## src/rtl/lsu_ctrl.sv

```systemverilog
// lsu_ctrl: single-outstanding load/store unit on a req/gnt/rvalid memory port.
// Define LSU_MISALIGN_SPLIT_EN to serve misaligned accesses (word-crossing ones in two beats).
module lsu_ctrl #(
    parameter int XLEN     = 32,
    parameter int ADDR_W   = 32,
    parameter int MAX_WAIT = 255
) (
    input  logic              clk,
    input  logic              rst,
    input  logic              req_valid,
    output logic              req_ready,
    input  logic              req_we,
    input  logic [1:0]        req_size,
    input  logic              req_unsigned,
    input  logic [ADDR_W-1:0] req_addr,
    input  logic [XLEN-1:0]   req_wdata,
    output logic              resp_valid,
    output logic [XLEN-1:0]   resp_rdata,
    output logic              resp_err,
    output logic              dmem_req,
    input  logic              dmem_gnt,
    input  logic              dmem_rvalid,
    output logic [ADDR_W-1:0] dmem_addr,
    output logic              dmem_we,
    output logic [XLEN/8-1:0] dmem_wstrb,
    output logic [XLEN-1:0]   dmem_wdata,
    input  logic [XLEN-1:0]   dmem_rdata
);

    localparam int NB    = XLEN / 8;
    localparam int OFF_W = $clog2(NB);
    localparam int CNT_W = $clog2(MAX_WAIT + 1);

`ifdef LSU_MISALIGN_SPLIT_EN
    typedef enum logic [2:0] {IDLE, REQ, WAIT, RESP, REQ2, WAIT2} state_t;
`else
    typedef enum logic [1:0] {IDLE, REQ, WAIT, RESP} state_t;
`endif

    state_t            state, state_d, after_lo;
    logic [CNT_W-1:0]  cnt, cnt_d;
    logic              l_we, l_uns;
    logic [1:0]        l_size;
    logic [ADDR_W-1:0] l_addr;
    logic [XLEN-1:0]   l_wdata;
    logic [XLEN-1:0]   rd_lo, lo_d;
    logic              err_q, err_d;

    logic              accept, illegal, bad_size, timeout;
    logic [3:0]        in_bytes, l_bytes;
    logic [OFF_W-1:0]  off;
    logic [OFF_W+2:0]  sh;
    logic [ADDR_W-1:0] base;
    logic [NB-1:0]     strb_lo;
    logic [XLEN-1:0]   wd_lo;
    logic [XLEN-1:0]   rd_shift, mask, ext;
    logic              sgn;

`ifdef LSU_MISALIGN_SPLIT_EN
    logic              l_cross, cross;
    logic [XLEN-1:0]   rd_hi, hi_d;
    logic [2*NB-1:0]   strb_full;
    logic [2*XLEN-1:0] wd_full;
    logic [NB-1:0]     strb_hi;
    logic [XLEN-1:0]   wd_hi;
`endif

    assign accept   = req_valid && (state == IDLE);
    assign in_bytes = 4'd1 << req_size;
    assign bad_size = (XLEN == 32) && (req_size == 2'd3);
    assign timeout  = cnt >= CNT_W'(MAX_WAIT - 1);

`ifdef LSU_MISALIGN_SPLIT_EN
    assign cross    = (int'(req_addr[OFF_W-1:0]) + int'(in_bytes)) > NB;
    assign illegal  = bad_size;
    assign after_lo = l_cross ? REQ2 : RESP;
`else
    assign illegal  = bad_size ||
                      ((req_addr[2:0] & 3'(in_bytes - 4'd1)) != 3'd0);
    assign after_lo = RESP;
`endif

    // Lane arithmetic on the latched request
    assign off     = l_addr[OFF_W-1:0];
    assign sh      = {off, 3'b000};
    assign base    = {l_addr[ADDR_W-1:OFF_W], {OFF_W{1'b0}}};
    assign l_bytes = 4'd1 << l_size;

`ifdef LSU_MISALIGN_SPLIT_EN
    assign strb_full = ((2*NB)'(1) << l_bytes) - (2*NB)'(1);
    assign strb_lo   = strb_full[NB-1:0] << off;
    assign strb_hi   = NB'((strb_full << off) >> NB);
    assign wd_full   = {XLEN'(0), l_wdata} << sh;
    assign wd_lo     = wd_full[XLEN-1:0];
    assign wd_hi     = wd_full[2*XLEN-1:XLEN];
    assign rd_shift  = XLEN'({rd_hi, rd_lo} >> sh);
`else
    assign strb_lo  = ((NB'(1) << l_bytes) - NB'(1)) << off;
    assign wd_lo    = l_wdata << sh;
    assign rd_shift = rd_lo >> sh;
`endif

    always_comb begin
        mask = '1;
        sgn  = 1'b0;
        unique case (l_size)
            2'd0: begin
                mask = XLEN'(8'hFF);
                sgn  = rd_shift[7];
            end
            2'd1: begin
                mask = XLEN'(16'hFFFF);
                sgn  = rd_shift[15];
            end
            2'd2: begin
                mask = XLEN'(32'hFFFF_FFFF);
                sgn  = rd_shift[31];
            end
            default: begin
                mask = '1;
                sgn  = 1'b0;
            end
        endcase
        ext = (rd_shift & mask) | ((sgn && !l_uns) ? ~mask : '0);
    end

    always_ff @(posedge clk or posedge rst) begin
        if (rst) begin
            state   <= IDLE;
            cnt     <= '0;
            err_q   <= 1'b0;
            rd_lo   <= '0;
            l_we    <= 1'b0;
            l_uns   <= 1'b0;
            l_size  <= '0;
            l_addr  <= '0;
            l_wdata <= '0;
        end else begin
            state <= state_d;
            cnt   <= cnt_d;
            err_q <= err_d;
            rd_lo <= lo_d;
            if (accept) begin
                l_we    <= req_we;
                l_uns   <= req_unsigned;
                l_size  <= req_size;
                l_addr  <= req_addr;
                l_wdata <= req_wdata;
            end
        end
    end

`ifdef LSU_MISALIGN_SPLIT_EN
    always_ff @(posedge clk or posedge rst) begin
        if (rst) begin
            l_cross <= 1'b0;
            rd_hi   <= '0;
        end else begin
            rd_hi <= hi_d;
            if (accept) begin
                l_cross <= cross;
            end
        end
    end
`endif

    always_comb begin
        state_d = state;
        cnt_d   = '0;
        err_d   = err_q;
        lo_d    = rd_lo;
`ifdef LSU_MISALIGN_SPLIT_EN
        hi_d    = rd_hi;
`endif
        unique case (state)
            IDLE: begin
                if (accept) begin
                    err_d   = illegal;
                    state_d = illegal ? RESP : REQ;
                end
            end
            REQ: begin
                cnt_d = cnt + CNT_W'(1);
                if (dmem_gnt && dmem_rvalid) begin
                    lo_d    = dmem_rdata;
                    state_d = after_lo;
                end else if (timeout) begin
                    err_d   = 1'b1;
                    state_d = RESP;
                end else if (dmem_gnt) begin
                    state_d = WAIT;
                end
            end
            WAIT: begin
                cnt_d = cnt + CNT_W'(1);
                if (dmem_rvalid) begin
                    lo_d    = dmem_rdata;
                    state_d = after_lo;
                end else if (timeout) begin
                    err_d   = 1'b1;
                    state_d = RESP;
                end
            end
            RESP: begin
                state_d = IDLE;
            end
`ifdef LSU_MISALIGN_SPLIT_EN
            REQ2: begin
                cnt_d = cnt + CNT_W'(1);
                if (dmem_gnt && dmem_rvalid) begin
                    hi_d    = dmem_rdata;
                    state_d = RESP;
                end else if (timeout) begin
                    err_d   = 1'b1;
                    state_d = RESP;
                end else if (dmem_gnt) begin
                    state_d = WAIT2;
                end
            end
            WAIT2: begin
                cnt_d = cnt + CNT_W'(1);
                if (dmem_rvalid) begin
                    hi_d    = dmem_rdata;
                    state_d = RESP;
                end else if (timeout) begin
                    err_d   = 1'b1;
                    state_d = RESP;
                end
            end
`endif
            default: begin
                state_d = IDLE;
            end
        endcase
`ifdef LSU_MISALIGN_SPLIT_EN
        // Second beat gets its own full timeout budget
        if (state_d == REQ2 && state != REQ2) begin
            cnt_d = '0;
        end
`endif
    end

    always_comb begin
        req_ready  = (state == IDLE);
        resp_valid = (state == RESP);
        resp_err   = resp_valid && err_q;
        resp_rdata = (resp_valid && !err_q && !l_we) ? ext : '0;
        dmem_req   = 1'b0;
        dmem_addr  = '0;
        dmem_we    = 1'b0;
        dmem_wstrb = '0;
        dmem_wdata = '0;
        if (state == REQ) begin
            dmem_req   = 1'b1;
            dmem_addr  = base;
            dmem_we    = l_we;
            dmem_wstrb = l_we ? strb_lo : '0;
            dmem_wdata = wd_lo;
        end
`ifdef LSU_MISALIGN_SPLIT_EN
        if (state == REQ2) begin
            dmem_req   = 1'b1;
            dmem_addr  = base + ADDR_W'(NB);
            dmem_we    = l_we;
            dmem_wstrb = l_we ? strb_hi : '0;
            dmem_wdata = wd_hi;
        end
`endif
    end

endmodule

```

## config.mk

```make
export PLATFORM = sky130hd
export DESIGN_NAME = lsu_ctrl
export DESIGN_NICKNAME = d
export VERILOG_FILES = /design/src/rtl/lsu_ctrl.sv
export SDC_FILE = /design/constraint.sdc
export NUM_CORES = 1
export LEC_CHECK = 0
export CAP_MARGIN = 20
export CELL_PAD_IN_SITES_DETAIL_PLACEMENT = 1
export CELL_PAD_IN_SITES_GLOBAL_PLACEMENT = 1
export CORE_MARGIN = 2
export CORE_UTILIZATION = 37
export CTS_CLUSTER_DIAMETER = 80
export DETAILED_ROUTE_END_ITERATION = 8
export GPL_TIMING_DRIVEN = 1
export PLACE_DENSITY_LB_ADDON = 0.1
export SLEW_MARGIN = 20
export SYNTH_ARGS = -nofsm -noshare
export SYNTH_HDL_FRONTEND = slang
export SYNTH_SLANG_ARGS = --single-unit
```

## constraint.sdc

```tcl
create_clock -name clk -period 5.4 [get_ports clk]
set_input_delay 0.81 -clock clk [delete_from_list [all_inputs] [get_ports clk]]
set_output_delay 0.81 -clock clk [all_outputs]
set_load 0.01 [all_outputs]
```

==> impl_metrics.env, run 1 <==
export IMPL_status="complete, no violations"
export IMPL_grtUsageMet1_pct=27.48
export IMPL_drt_wl_total_um=17700
export IMPL_clk_latency_ns=0.36
export IMPL_vias_per_cell=5.106
export IMPL_drive_above_1_share_pct=17.61
export IMPL_critPathArrivalTime_ns=3.13
export IMPL_core_area_um2=15770
export IMPL_grt_overflow=0
export IMPL_max_slew_margin_pct=32.50
export IMPL_synthFlopType="dfrtp_1"
export IMPL_p_total_uw=4482
export IMPL_drtIter0Drc=205
export IMPL_drv_slew=0
export IMPL_tns_ns=0
export IMPL_fin_crit_sh_pct=73.04
export IMPL_crit_family="simple AND/OR/NAND/NOR gates"
export IMPL_grt_util_all_layers_pct=21.28
export IMPL_nFillCells=1678
export IMPL_cts_tree="done"
export IMPL_p_per_area_nw_per_um2=531.7
export IMPL_ys_ff_latch=111
export IMPL_die_y_um=130.8
export IMPL_seq_area_um2=2783
export IMPL_path_clk_slew_ns=0.08
export IMPL_antenna_found_initial=0
export IMPL_yosys_warnings=0
export IMPL_clk_path_buf_depth=2
export IMPL_synth_edf_count=0
export IMPL_leakage_uw=0.003519
export IMPL_drc=0
export IMPL_start_util_pct=37.71
export IMPL_ys_seq_area_share_pct=46.71
export IMPL_synth_area_um2=5947
export IMPL_critPathLaunchType="flip-flop"
export IMPL_worst_clock_skew_ns=0.006830
export IMPL_grt_max_degree=80
export IMPL_grt_setup_unrepaired="no"
export IMPL_cts_resized=0
export IMPL_nNetsFinal=827
export IMPL_avgRoutedWirePerCell_um=18.89
export IMPL_post_cts_setup_buffers=0
export IMPL_worstSetupPathType="reg -> out"
export IMPL_crit_path_end_kind="primary output"
export IMPL_dr_pass1_iters=4
export IMPL_multi_input_area_um2=2950
export IMPL_required_ns=4.59
export IMPL_vdd_drop_max_mv=0.3239
export IMPL_cts_buffers=9
export IMPL_grt_busiest_layer="met2"
export IMPL_avgSynthCellArea_um2=11.18
export IMPL_detail_route_antenna_nets=0
export IMPL_die_w_um=130.8
export IMPL_crit_path_max_incr_delay_ns=0.60
export IMPL_num_antenna_cells=0
export IMPL_syn_to_final_growth_pct=41.74
export IMPL_finalSetupViolations=0
export IMPL_hpwl_um=12540
export IMPL_vias=4784
export IMPL_design_area_um2=8429
export IMPL_clock_sinks=111
export IMPL_crit_chain="ha_1 > or3b_1 > or3_1 > o21ai_0 > clkdlybuf4s50_1"
export IMPL_htree_num_levels=3
export IMPL_hold_class="reg -> reg"
export IMPL_grt_pass1_vias=5178
export IMPL_cts_hold_buf=0
export IMPL_synth_cells=532
export IMPL_dp_cells=921
export IMPL_met3_usage_pct=7.614
export IMPL_grtUsageMet2_pct=33.98
export IMPL_fp_row_count=46
export IMPL_placed_area_um2=8145
export IMPL_cap_violations=0
export IMPL_synth_cell_type_count=38
export IMPL_holdWs_ns=0.5020
export IMPL_crit_slowest_cell="clkdlybuf4s50_1"
export IMPL_cp_max_fo=11
export IMPL_layout_cells_non_filler=937
export IMPL_async_flop_share_pct=100.0
export IMPL_path_buf_inv=1
export IMPL_io_pins=210
export IMPL_finalWorstPathRequiredPeriod_ns=3.944
export IMPL_fmax_ghz=0.2536
export IMPL_port_buffers=207
export IMPL_grt_pass1_wl_um=27800
export IMPL_dieArea_um2=17100
export IMPL_place_congestion=0.8028
export IMPL_cts_root_buf="clkbuf_16"
export IMPL_worst_pin_slew_ns=1.013
export IMPL_final_hold_violation_count=0
per-layer routing:
metal / vias up / routed length [µm] / share of wire, %
met2: 155 / 8163 / 46
met1: 2376 / 7755 / 44
li1: 2237 / - / -
met4: 0 / 249 / 1.4
met5: - / 0 / 0
met3: 16 / 1532 / 8.7
Yosys cell counts (all sizes together), types with 3 or more instances:
| master | count | area [µm²] |
|---|---|---|
| nand3 | 3 | 15.01 |
| ha | 6 | 75.07 |
| nand2 | 9 | 33.78 |
| a211oi | 38 | 285.3 |
| nor3 | 3 | 20.02 |
| o21ai | 11 | 55.05 |
| a21o | 10 | 75.07 |
| clkbuf | 12 | 45.04 |
| mux2 | 101 | 1137 |
| nor2 | 49 | 200.2 |
| and2 | 45 | 281.5 |
| a21oi | 15 | 75.07 |
| nor2b | 21 | 131.4 |
| xnor2 | 5 | 43.79 |
| nand4 | 3 | 18.77 |
| dfrtp | 111 | 2778 |
| inv | 10 | 37.54 |
| buf | 27 | 147.6 |
| mux2i | 33 | 330.3 |
final timing paths:
path	end	start	cells after the start	slack [ns]
setup / recovery	resp_rdata[23]	state[0]$_DFFE_PP0P_	5	1.46
hold / removal	l_wdata[28]$_DFFE_PP0P_	l_wdata[28]$_DFFE_PP0P_	1	0.50
setup reg to reg	rd_lo[25]$_DFFE_PP0P_	state[1]$_DFFE_PP0P_	7	2.88
hold reg to reg	l_wdata[28]$_DFFE_PP0P_	l_wdata[28]$_DFFE_PP0P_	1	0.50
max in group asynchronous	l_addr[0]$_DFFE_PP0P_	rst	3	3.43
min in group asynchronous	l_addr[20]$_DFFE_PP0P_	rst	2	0.96
sequential cells by signal (all words and copies together) (netlist names):
register and flops:
l_we 1, l_addr 32, l_size 2, state 2, cnt 8, l_wdata 32
err_q 1, l_uns 1, rd_lo 32
layout make-up:
cell class,instances,share of cell area (%)
Inverter,10,0.5047
Sequential cell,111,33.01
Timing Repair Buffer,211,24.94
Clock buffer,10,2.716
Tap cell,216,3.206
Multi-Input combinational cell,373,35.00
Clock inverter,6,0.6234
report_power, final:
group	leakage (µW)	total, µW	switching [µW]	internal (µW)
clock	0.000137	657	334	322
sequential	0.00133	1730	487	1240
combinational	0.00206	2100	901	1200
total	0.00352	4480	1720	2760
placed cells by master, fill, tap and decap left out, drive strengths merged, types with 3 or more instances in the layout:
master	count
mux2i	33
nand2	9
xnor2	5
a21oi	15
nor2b	21
nand4	3
a211oi	38
nand3	3
mux2	101
o21ai	11
a21o	10
buf	4
dfrtp	111
clkbuf	10
nor2	49
and2	45
inv	13
clkdlybuf4s50	207
nor3	3
ha	6
cell families after synthesis:
| kind of cell | share of synthesized area, % |
|---|---|
| AOI/OAI and AO/OA | 9.257 |
| xor gates and xnor gates | 0.8836 |
| adders and majority gates | 1.262 |
| buffers and inverters | 3.871 |
| DFF | 46.71 |
| muxes | 25.06 |
| other | 0.06306 |
| and+or+nand+nor | 12.90 |
metrics by stage:
stage / util, % / setup slack, ns
after floorplan: - / 1.659
after global placement: 51.65 / 1.916
after detailed placement: 51.65 / 1.876
after CTS: 53.44 / 1.449
after global routing: 53.45 / 1.214
final: 53.45 / 1.456
worst reg2reg max path: cells and delay by family (launching register included):
family                     cells  cell delay [ns]
muxes                          2             0.79
adders and majority gates      1             0.26
buffers and inverters          3             0.85
DFF                            1             0.42
and+or+nand+nor                1             0.08
Note: power is estimated with default switching activity, not from simulation.
==> run 2, diff against run 1 <==
--- a/config.mk
+++ b/config.mk
@@ -9,7 +9,7 @@
 export CELL_PAD_IN_SITES_DETAIL_PLACEMENT = 1
 export CELL_PAD_IN_SITES_GLOBAL_PLACEMENT = 1
 export CORE_MARGIN = 2
-export CORE_UTILIZATION = 37
+export CORE_UTILIZATION = 35
 export CTS_CLUSTER_DIAMETER = 80
 export DETAILED_ROUTE_END_ITERATION = 8
 export GPL_TIMING_DRIVEN = 1
==> constraint.sdc (replaced) <==
create_clock -name clk -period 3.9 [get_ports clk]
set_input_delay 0.585 -clock clk [delete_from_list [all_inputs] [get_ports clk]]
set_output_delay 0.585 -clock clk [all_outputs]
set_load 0.01 [all_outputs]
==> run 2 against run 1 <==
Net effect: via count is 1.1% lower; register-to-register slack worse by 1.4 ns; non-clock buffer count is 3 higher; power is 40% higher; cell count is 0.75% higher; critical endpoint is now resp_rdata[22]; largest power group unchanged.
==> impl_metrics.env, run 2 (same netlist as run 1, synthesis figures left out) <==
export IMPL_cts_hold_buf=0
export IMPL_finalSetupViolations=0
export IMPL_drive_above_1_share_pct=18.23
export IMPL_holdWs_ns=0.5011
export IMPL_mostFrequentLayoutCells="clkdlybuf4s50_1 (207), dfrtp_1 (109), mux2_2 (101), nor2_1 (48), and2_1 (45)"
export IMPL_core_area_um2=16580
export IMPL_cts_buffers=9
export IMPL_grt_pass1_vias=5126
export IMPL_grt_overflow=0
export IMPL_drc=0
export IMPL_r2r_end="rd_lo[22]$_DFFE_PP0P_"
export IMPL_reg2reg_setup_slack_ns=1.44
export IMPL_reg2reg_depth=7
export IMPL_drtIter0Drc=216
export IMPL_required_ns=3.31
export IMPL_fp_row_count=47
export IMPL_p_per_area_nw_per_um2=737.7
export IMPL_seq_area_um2=2783
export IMPL_clock_sinks=111
export IMPL_dr_pass1_iters=4
export IMPL_dieArea_um2=18050
export IMPL_die_y_um=134.4
export IMPL_status="complete, no violations"
export IMPL_post_cts_setup_buffers=0
export IMPL_syn_to_final_growth_pct=43.09
export IMPL_clk_latency_ns=0.36
export IMPL_clk_path_buf_depth=2
export IMPL_io_pins=210
export IMPL_vias=4733
export IMPL_nNetsFinal=830
export IMPL_cts_root_buf="clkbuf_16"
export IMPL_hpwl_um=12870
export IMPL_path_clk_slew_ns=0.08
export IMPL_crit_path_end_kind="primary output"
export IMPL_cp_max_fo=11
export IMPL_startpoint="state[0]$_DFFE_PP0P_"
export IMPL_tns_ns=0
export IMPL_num_antenna_cells=0
export IMPL_final_common_cell="clkdlybuf4s50_1"
export IMPL_grt_max_degree=70
export IMPL_drt_wl_total_um=17710
export IMPL_vias_per_cell=5.014
export IMPL_leakage_uw=0.003559
export IMPL_critPathCapture="resp_rdata[22]"
export IMPL_reg2reg_from="state[1]$_DFFE_PP0P_"
export IMPL_final_hold_violation_count=0
export IMPL_grt_pass1_wl_um=28030
export IMPL_htree_num_levels=3
export IMPL_fmax_ghz=0.2761
export IMPL_drv_slew=0
export IMPL_vdd_drop_max_mv=0.3348
export IMPL_antenna_found_initial=1
export IMPL_finalWorstPathRequiredPeriod_ns=3.623
export IMPL_worst_clock_skew_ns=0.008283
export IMPL_critPathArrivalTime_ns=3.04
export IMPL_cts_tree="done"
export IMPL_cap_violations=0
export IMPL_worst_pin_slew_ns=0.9464
export IMPL_max_slew_margin_pct=36.91
export IMPL_grt_setup_unrepaired="no"
export IMPL_reg_top3="l_addr: 32 flops, l_wdata: 32 flops, rd_lo: 32 flops"
export IMPL_die_w_um=134.4
export IMPL_hold_class="reg -> reg"
export IMPL_worstSetupPathType="reg -> out"
export IMPL_detail_route_antenna_nets=0
export IMPL_place_congestion=0.8169
export IMPL_port_buffers=207
export IMPL_grt_util_all_layers_pct=20.05
export IMPL_critPathLaunchType="flip-flop"
export IMPL_fin_crit_sh_pct=92.89
export IMPL_multi_input_area_um2=2955
export IMPL_avgRoutedWirePerCell_um=18.76
export IMPL_nFillCells=1773
export IMPL_start_util_pct=35.86
==> run 2: per-stage QoR <==
stage / setup WS (ns) / instance area [µm²] / utilization (%) / power [µW] / std cells
2_1_floorplan: 0.3843 / 5951 / - / 4110 / 533
3_3_place_gp: 0.6876 / 8185 / 49.36 / 5226 / 928
3_5_place_dp: 0.5798 / 8185 / 49.36 / 5340 / 928
4_1_cts: 0.1704 / 8504 / 51.28 / 6358 / 944
5_1_grt: 0.05894 / 8509 / 51.31 / 6759 / 944
6_report: 0.2775 / 8509 / 51.31 / 6277 / 944
==> run 2: layout make-up <==
type | instances | share of cell area [%]
Sequential cell | 111 | 32.70
Clock inverter | 7 | 1.103
Inverter | 10 | 0.4705
Timing Repair Buffer | 214 | 25.11
Clock buffer | 9 | 2.647
Tap cell | 220 | 3.235
Multi-Input combinational cell | 373 | 34.73
==> run 2: what timing repair did <==
item,in CTS,in global routing
setup endpoints to repair,0,3
gates resized for setup,0,1
endpoints found under the hold margin,0,0
==> run 2: power by group <==
part           switching, µW  internal, µW
Combinational           1340          1660
Sequential               583          1720
Clock                    457           514
==> run 2: critical path, stage by stage, from the launching register on <==
cell,delay [ns]
dfrtp_1,0.43
ha_1,0.25
or3b_1,0.58
nor3_2,0.21
nand4_1,0.38
o21ai_0,0.24
clkdlybuf4s50_1,0.58
==> run 2: layer usage <==
layer / GRT usage (%) / part of all wire (%) / vias to the layer above
li1: - / - / 2234
met1: 26.09 / 44 / 2330
met2: 31.43 / 47 / 151
met3: 7.785 / 8.0 / 16
met4: 5.088 / 1.5 / 2
met5: 0 / 0.085 / -
==> run 2: worst min-delay path by stage <==
| stage | startpoint | endpoint | slack, ns | cells after the start |
|---|---|---|---|---|
| final | l_addr[26]$_DFFE_PP0P_ | l_addr[26]$_DFFE_PP0P_ | 0.50 | 1 |
| after detailed placement | l_addr[26]$_DFFE_PP0P_ | l_addr[26]$_DFFE_PP0P_ | 0.49 | 1 |
| after global routing | rd_lo[6]$_DFFE_PP0P_ | rd_lo[6]$_DFFE_PP0P_ | 0.51 | 1 |
| after CTS | l_addr[26]$_DFFE_PP0P_ | l_addr[26]$_DFFE_PP0P_ | 0.51 | 1 |
| after global placement | l_addr[21]$_DFFE_PP0P_ | l_addr[21]$_DFFE_PP0P_ | 0.48 | 1 |
| after floorplan | l_addr[12]$_DFFE_PP0P_ | l_addr[12]$_DFFE_PP0P_ | 0.47 | 1 |
==> run 3, diff against run 2 <==
--- a/config.mk
+++ b/config.mk
@@ -12,9 +12,7 @@
 export CORE_UTILIZATION = 35
 export CTS_CLUSTER_DIAMETER = 80
 export DETAILED_ROUTE_END_ITERATION = 8
-export GPL_TIMING_DRIVEN = 1
 export PLACE_DENSITY_LB_ADDON = 0.1
-export SLEW_MARGIN = 20
 export SYNTH_ARGS = -nofsm -noshare
 export SYNTH_HDL_FRONTEND = slang
 export SYNTH_SLANG_ARGS = --single-unit
==> constraint.sdc (replaced) <==
create_clock -name clk -period 3.48 [get_ports clk]
set_input_delay 0.522 -clock clk [delete_from_list [all_inputs] [get_ports clk]]
set_output_delay 0.522 -clock clk [all_outputs]
set_load 0.01 [all_outputs]
==> run 3 against run 2 <==
Net effect: via count increased by 1.2%; final area is 0.47% higher; power rose by 13%; combinational power increased by 14%; register-to-register slack lost 0.36 ns; count of clock-buffer cells in the layout increased by 1; hold slack gained 0.0017 ns; sequential power grew 11%; worst setup slack got worse by 0.10 ns; critical endpoint is now resp_rdata[24]; largest cell class unchanged.
==> impl_metrics.env, run 3 (same netlist as run 1, synthesis figures left out) <==
export IMPL_status="complete, no violations"
export IMPL_critPathArrivalTime_ns=2.78
export IMPL_start_util_pct=35.86
export IMPL_grt_pass1_vias=5130
export IMPL_fmax_ghz=0.3026
export IMPL_nNetsFinal=834
export IMPL_critPathLaunchType="flip-flop"
export IMPL_cts_hold_buf=0
export IMPL_reg_top3="l_addr: 32 flops, l_wdata: 32 flops, rd_lo: 32 flops"
export IMPL_max_slew_margin_pct=35.74
export IMPL_vias=4792
export IMPL_leakage_uw=0.003580
export IMPL_port_buffers=207
export IMPL_detail_route_antenna_nets=0
export IMPL_worstSetupPathType="reg -> out"
export IMPL_tns_ns=0
export IMPL_grt_max_degree=70
export IMPL_hold_class="reg -> reg"
export IMPL_hp_start="l_addr[6]$_DFFE_PP0P_"
export IMPL_required_ns=2.96
export IMPL_drt_wl_total_um=17740
export IMPL_cts_buffers=9
export IMPL_worst_clock_skew_ns=0.007452
export IMPL_drive_above_1_share_pct=18.96
export IMPL_finalSetupViolations=0
export IMPL_met3_usage_pct=6.311
export IMPL_cts_tree="done"
export IMPL_dieArea_um2=18050
export IMPL_num_antenna_cells=0
export IMPL_r2r_end="rd_lo[24]$_DFFE_PP0P_"
export IMPL_fp_row_count=47
export IMPL_grt_busiest_layer="met2"
export IMPL_clk_latency_ns=0.35
export IMPL_grtUsageMet2_pct=31.77
export IMPL_final_common_cell="clkdlybuf4s50_1"
export IMPL_die_y_um=134.4
export IMPL_cp_max_fo=10
export IMPL_core_area_um2=16580
export IMPL_grt_overflow=0
export IMPL_antenna_found_initial=0
export IMPL_path_clk_slew_ns=0.08
export IMPL_cts_root_buf="clkbuf_16"
export IMPL_grt_setup_unrepaired="no"
export IMPL_drtIter0Drc=203
export IMPL_clock_sinks=111
export IMPL_dr_pass1_iters=4
export IMPL_p_per_area_nw_per_um2=827.0
export IMPL_grtUsageMet1_pct=26.42
export IMPL_mostFrequentLayoutCells="clkdlybuf4s50_1 (207), dfrtp_1 (108), mux2_2 (101), nor2_1 (48), and2_1 (45)"
export IMPL_holdPathEnd="l_addr[6]$_DFFE_PP0P_"
export IMPL_worst_pin_slew_ns=0.9630
export IMPL_grt_util_all_layers_pct=20.14
export IMPL_hpwl_um=13070
export IMPL_vias_per_cell=5.055
export IMPL_p_total_uw=7070
export IMPL_avgRoutedWirePerCell_um=18.72
export IMPL_drv_slew=0
export IMPL_final_hold_violation_count=0
export IMPL_reg2reg_depth=7
export IMPL_io_pins=210
export IMPL_reg2reg_from="state[1]$_DFFE_PP0P_"
export IMPL_min_delay_path_depth=1
export IMPL_syn_to_final_growth_pct=43.76
export IMPL_finalWorstPathRequiredPeriod_ns=3.305
export IMPL_cap_violations=0
export IMPL_die_w_um=134.4
export IMPL_reg2reg_setup_slack_ns=1.08
export IMPL_clk_path_buf_depth=2
export IMPL_place_congestion=0.8405
export IMPL_crit_path_end_kind="primary output"
export IMPL_fin_crit_sh_pct=94.97
export IMPL_grt_pass1_wl_um=28350
export IMPL_htree_num_levels=3
export IMPL_vdd_drop_max_mv=0.3872
export IMPL_drc=0
-- run 3: layer usage --
metal / wire (µm) / share of wire, %
met1: 7827 / 44
met2: 8164 / 46
met3: 1352 / 7.6
met4: 399 / 2.2
met5: 0 / 0
-- run 3: power by group --
group / switching [µW] / leakage [µW] / internal [µW]
clock: 507 / 0.000157 / 592
sequential: 623 / 0.00132 / 1930
combinational: 1540 / 0.00210 / 1880
-- run 3: how the worst max path moves through the flow --
| stage | endpoint | slack (ns) | depth (start not counted) | start |
|---|---|---|---|---|
| after floorplan | cnt[0]$_DFF_PP0_ | 0.03 | 1 | rst |
| after global placement | resp_rdata[27] | 0.55 | 6 | state[0]$_DFFE_PP0P_ |
| after detailed placement | resp_rdata[23] | 0.37 | 7 | state[0]$_DFFE_PP0P_ |
| after CTS | resp_rdata[24] | 0.05 | 6 | state[0]$_DFFE_PP0P_ |
| after global routing | dmem_wdata[25] | 0.06 | 6 | state[1]$_DFFE_PP0P_ |
| final | resp_rdata[24] | 0.18 | 7 | state[1]$_DFFE_PP0P_ |
-- run 3: worst max-delay path: stages (launching register included) --
cell and delay (ns):
dfrtp_1 0.40, ha_1 0.24, or3b_1 0.42, buf_4 0.20, nor3_2 0.14, and4_2 0.36
a21o_1 0.12, clkdlybuf4s50_1 0.53
-- run 3: cell type report --
class | count | area [µm²]
Clock buffer | 10 | 239.0
Clock inverter | 6 | 75.07
Fill cell | 1747 | 8034
Inverter | 10 | 40.04
Multi-Input combinational cell | 373 | 2957
Sequential cell | 111 | 2784
Tap cell | 220 | 275.3
Timing Repair Buffer | 218 | 2180
-- run 3: stage by stage --
stage / hold slack [ns] / worst slack (ns) / instance area [µm²] / std cells / utilization [%]
2_1_floorplan: 0.4706 / 0.02735 / 5951 / 533 / -
3_3_place_gp: 0.4788 / 0.5506 / 8213 / 930 / 49.52
3_5_place_dp: 0.4867 / 0.3709 / 8213 / 930 / 49.52
4_1_cts: 0.5031 / 0.04655 / 8542 / 948 / 51.51
5_1_grt: 0.5166 / 0.05634 / 8549 / 948 / 51.55
6_report: 0.5028 / 0.1752 / 8549 / 948 / 51.55
-- run 3: timing repair --
item / 4_1_cts / 5_1_grt
pin swaps: 1 / 0
resized for setup: 0 / 3
setup buffers: 2 / 0
setup endpoints to repair: 2 / 15
cloned: 0 / 0
